<file path="config.mk">
export PLATFORM = sky130hd
export DESIGN_NAME = stopwatch_key_ctrl
export DESIGN_NICKNAME = d
export VERILOG_FILES = /design/src/rtl/stopwatch_key_ctrl.sv
export SDC_FILE = /design/constraint.sdc
export NUM_CORES = 1
export LEC_CHECK = 0
export CAP_MARGIN = 10
export CORE_MARGIN = 2
export CORE_UTILIZATION = 50
export DETAILED_ROUTE_END_ITERATION = 16
export DONT_BUFFER_PORTS = 1
export GPL_TIMING_DRIVEN = 0
export PLACE_DENSITY = 0.62
export SYNTH_ARGS = -nofsm -noshare
export SYNTH_HDL_FRONTEND = slang
export SYNTH_SLANG_ARGS = --single-unit
</file>
<file path="constraint.sdc">
create_clock -name clk -period 3.9 [get_ports clk]
set_input_delay 1.17 -clock clk [delete_from_list [all_inputs] [get_ports clk]]
set_output_delay 1.17 -clock clk [all_outputs]
set_load 0.02 [all_outputs]
</file>
<file path="src/rtl/stopwatch_key_ctrl.sv">
// Stopwatch key front end: synchronises and debounces the start/stop and clear keys,
// runs the IDLE/RUN/PAUSE state machine and gates the tick stream into count_en.
module stopwatch_key_ctrl #(
    parameter int DEBOUNCE_CYCLES = 1000000,
    parameter int CNT_W           = $clog2(DEBOUNCE_CYCLES + 1)
) (
    input  logic       clk,
    input  logic       sys_rst_n,
    input  logic       key_ss_n,
    input  logic       key_clr_n,
    input  logic       tick_in,
    output logic       count_en,
    output logic       run,
    output logic       clr_pulse,
    output logic [1:0] state
);

    typedef enum logic [1:0] {
        ST_IDLE  = 2'b00,
        ST_RUN   = 2'b01,
        ST_PAUSE = 2'b10
    } state_t;

    localparam logic [CNT_W-1:0] CNT_LAST = CNT_W'(DEBOUNCE_CYCLES - 1);

    logic [1:0] key_raw;
    logic [1:0] press;
    logic       ss_press;
    logic       clr_press;

    assign key_raw   = {key_clr_n, key_ss_n};
    assign ss_press  = press[0];
    assign clr_press = press[1];

    generate
        for (genvar gi = 0; gi < 2; gi++) begin : g_key
            logic             sync1_reg;
            logic             sync2_reg;
            logic             stable_reg;
            logic             stable_d_reg;
            logic             press_reg;
            logic [CNT_W-1:0] cnt_reg;

            always_ff @(posedge clk or negedge sys_rst_n) begin
                if (!sys_rst_n) begin
                    sync1_reg    <= 1'b1;
                    sync2_reg    <= 1'b1;
                    stable_reg   <= 1'b1;
                    stable_d_reg <= 1'b1;
                    press_reg    <= 1'b0;
                    cnt_reg      <= '0;
                end else begin
                    sync1_reg    <= key_raw[gi];
                    sync2_reg    <= sync1_reg;
                    stable_d_reg <= stable_reg;
                    // Only the 1->0 transition of the debounced level is an event.
                    press_reg    <= stable_d_reg & ~stable_reg;
                    if (sync2_reg == stable_reg) begin
                        cnt_reg <= '0;
                    end else if (cnt_reg == CNT_LAST) begin
                        stable_reg <= sync2_reg;
                        cnt_reg    <= '0;
                    end else begin
                        cnt_reg <= cnt_reg + CNT_W'(1);
                    end
                end
            end

            assign press[gi] = press_reg;
        end
    endgenerate

    state_t state_reg;
    logic   run_reg;
    logic   clr_pulse_reg;

    // Clear takes priority over a simultaneous start/stop press.
    always_ff @(posedge clk or negedge sys_rst_n) begin
        if (!sys_rst_n) begin
            state_reg     <= ST_IDLE;
            run_reg       <= 1'b0;
            clr_pulse_reg <= 1'b0;
        end else begin
            clr_pulse_reg <= clr_press;
            if (clr_press) begin
                state_reg <= ST_IDLE;
                run_reg   <= 1'b0;
            end else begin
                case (state_reg)
                    ST_IDLE: begin
                        state_reg <= ss_press ? ST_RUN : ST_IDLE;
                        run_reg   <= ss_press;
                    end
                    ST_RUN: begin
                        state_reg <= ss_press ? ST_PAUSE : ST_RUN;
                        run_reg   <= ~ss_press;
                    end
                    ST_PAUSE: begin
                        state_reg <= ss_press ? ST_RUN : ST_PAUSE;
                        run_reg   <= ss_press;
                    end
                    default: begin
                        state_reg <= ST_IDLE;
                        run_reg   <= 1'b0;
                    end
                endcase
            end
        end
    end

    assign state     = state_reg;
    assign run       = run_reg;
    assign clr_pulse = clr_pulse_reg;
    assign count_en  = tick_in & run_reg;

endmodule

</file>
-- After elaboration in Yosys (flattened, before gate mapping)
Index checks and enable logic that the tools add are counted.
- add/subtract/negate cells: 2
- multiply operators: 0
- div/mod/pow operators: 0
- order comparisons: 0
- equality and inequality tests: 6
- shift-type cells: 0
- mux-type cells: 11
- bitwise logic cells: 8
- reductions and logical operators: 4
- operators with widths (operator ; number):
    $mux 20 ; 4
    $add 20x1->20 const B ; 2
    $eq 20x20->1 const B ; 2
    $mux 2 ; 3
    $pmux 2 s3 ; 1
    $not 1->1 ; 5
    $reduce_and 2->1 ; 2
    $and 1x1->1 ; 3
    $eq 1x1->1 ; 2
    $eq 2x1->1 const B ; 1
    $eq 2x2->1 const B ; 1
    $logic_not 2->1 ; 1
    $mux 1 ; 2
    $pmux 1 s2 ; 1
    $reduce_or 2->1 ; 1
- bits in registers: 54
- bits in latches: 0
- RAM bits: 0
- memory bits (read-only): 0
- bits of input ports: 5
- output and inout bits: 5
- word-level logic and storage cells: 46
- memories: 0

-- Logic depth before layout (Yosys ltp)
- word-level depth: 4
- mapped depth: 6
- mapped depth without buffers: 5

-- Worst setup path before layout
No wires, ideal clock.
- path type: in2out
- start: in tick_in
- end: out count_en
- arrival time: 1.386 ns
- data required time: 2.730 ns
- path slack: 1.344 ns
- stages on the path: 1
- buffers on the path: 0
- cell sequence: and2_1
- word-level cells in the longest chain between the ends: 1
- RTL lines (element ; RTL line ; text):
    start, declared ; 11 ; input logic tick_in,
    $and 1x1->1 ; 114 ; assign count_en = tick_in & run_reg;
    end, declared ; 12 ; output logic count_en,
Every way passes these cells.

-- Worst setup path after layout
Ends and elaborated chain as after synthesis.

==> run metrics <==
status finished clean; clk sinks 54; ranking of synthesized cells by area dfrtp_1, dfstp_2, xor2_1, nor2_1, xnor2_1; clk slew on worst S/H paths about 90 ps; die height 74.50 microns; via count 1,678; Synthesis Warnings 0; Yosys top cell area share between 40 and 50%; number of post-CTS setup repair buffers 0; crit-path max FO 1; r2r worst-path depth 5; setup violators final 0; CTS tree done; most numerous cell in the Yosys netlist dfrtp_1; clk_lat worst skew just over 300 ps; root buf cell clkbuf_8; Detail Placement HPWL 2920 microns; peak supply drop 0.0002391 V; fin util 55.92%; unrepaired setup endpoints after global routing no; CP Buf/Inv Count 0; Layout area overhead 6.999%; Post-DP Area about 2600 sq um; max-slew violations 0; Worst Hold End g_key[1].sync2_reg; Net count, final 247; Die Width 74.50 microns; H-tree depth 2; Resize count post-CTS 0; predominant post-synthesis flop cell dfrtp_1; Final Critical Period around 2600 ps; Pwr Density 343.6 nW/um^2; Total GRT Usage 18.76%; number of flip-flops in the largest register 40; share of cells above drive strength 1 12.03%; Synth Cell Area 2485 sq um; Final Cycle Share 65.58%; largest net degree at the start of global routing 55; Mean Syn Cell Area about 11 sq um; WL/cell 13.97 microns; Worst Hold Path Cells 0; # DRC 0; leak pwr about 1.1 nW; slew margin rel. 65.53%; TNS Setup 0 ps; Reg-to-Reg End g_key[0].cnt_reg[12]; initial DRC count between 100 and 150; Remaining Overflow, GRT 0; Placeable Area 4755 sq um; minimum hold slack between 300 and 400 ps; Top delay family on crit path simple AND/OR/NAND/NOR gates; pin slew with the least headroom to its limit a little over 500 ps; Post-synth top cells dfrtp_1, nor2_1, nand2_1; via-per-instance ratio 5.448; die area 5550 sq um; initial cell density of the core 52.26%; Top Ports 10; I/O Buffers 0; number of synthesized flops with an enable pin 0; drt pass-1 iters 4; post-route ant nets 0; kind of critical path in2out; Yosys top cell by area dfrtp_1; Final Hold Viols 0; crit-path max cell delay 220 ps; initial antenna violation count 0; FP Rows 25; TritonCTS Buffers 5; Yosys reg bits 54; CP Launch Type primary input; Fin Clk Skew 6.031 ps; Slowest cell on crit path and2_1; Max-Cap Viols 0; fmax 391.0 MHz; Reg-to-Reg Start g_key[0].cnt_reg[17]; Hold Startpoint g_key[1].sync1_reg; cts hold-fix bufs 0; CTS max path bufs 2; worst-path cell chain and2_1; vias in the first global route 1,661; HP Class reg2reg; Cells after Synth 233; CP Data Required Time about 2700 ps; Seq/Total Area, Yosys 54.78%; Critical Path Sink Type output port; fin area 2659 sq um; global-route wire length before repair 7852 microns; Inserted Diodes 0; final WL 4302 microns; Mapped Nets 240; Final Wtd Congestion 0.7757; Async SR Flop Fraction 100.0%; Yosys cell types 33; crit path DAT 1390 ps; r2r setup slk 1770 ps
-- worst max-delay path by stage --
stage / cells past startpoint / start / end
after CTS: 1 / tick_in / count_en
after global routing: 1 / tick_in / count_en
after global placement: 1 / tick_in / count_en
after floorplan: 1 / tick_in / count_en
final: 1 / tick_in / count_en
after detailed placement: 1 / tick_in / count_en
-- power breakdown --
group	internal (W)	switching, W	total (W)
clock	0.000145	0.000175	0.000320
sequential	0.000569	0.00000561	0.000574
combinational	0.00000713	0.0000118	0.0000189
-- cells by family after synthesis --
kind of cell	Yosys count	share of synthesized area, %
compound gates	28	7.754
xor+xnor	26	9.164
fa+ha+maj	2	1.007
buf+inv	11	1.863
flops	54	54.78
mux	2	0.9063
simple gates	110	24.52
-- final cells by class --
cell class / instances / area, sq um
plain buffers: 4 / 20.02
clock buffers: 8 / 90.09
fillers: 418 / 2096
inverters: 7 / 26.28
multi-input cells: 168 / 1077
flip-flops and latches: 54 / 1361
well taps: 67 / 83.83
-- metal layers --
metal / GRT usage (%) / wire (microns) / vias up
met5: 0 / 0 / -
met4: 9.325 / 97 / 0
met3: 3.252 / 104 / 7
met2: 25.57 / 1856 / 17
met1: 28.62 / 2244 / 813
li1: - / - / 841
-- through the flow --
step	power (W)	worst slack [ps]	instances
3_5_place_dp	0.0006042	1341	300
5_1_grt	0.0009478	1326	308
6_report	0.0009135	1342	308
2_1_floorplan	0.0005984	1344	233
4_1_cts	0.0009257	1341	308
3_3_place_gp	0.0006041	1337	300
-- cell usage in the layout, fill, tap and decap left out, types with 2 or more instances in the layout --
| cell type | n |
|---|---|
| dfrtp_1 | 46 |
| nor2_1 | 28 |
| nand2_1 | 16 |
| xor2_1 | 14 |
| a21oi_1 | 14 |
| nand3_1 | 13 |
| xnor2_1 | 12 |
| or3_1 | 10 |
| o31ai_1 | 8 |
| dfstp_2 | 8 |
| inv_1 | 7 |
| or4_1 | 7 |
| clkbuf_8 | 6 |
| nor3_1 | 5 |
| nand4_1 | 4 |
| or2_2 | 4 |
| nor4_1 | 4 |
| and4_1 | 4 |
| o21ai_0 | 4 |
| and3_1 | 4 |
| buf_2 | 3 |
| nand4_2 | 2 |
| o31ai_4 | 2 |
| nor4bb_1 | 2 |
| nor2b_1 | 2 |
| ha_1 | 2 |
| clkbuf_1 | 2 |
(Power assumes the default switching activity.)
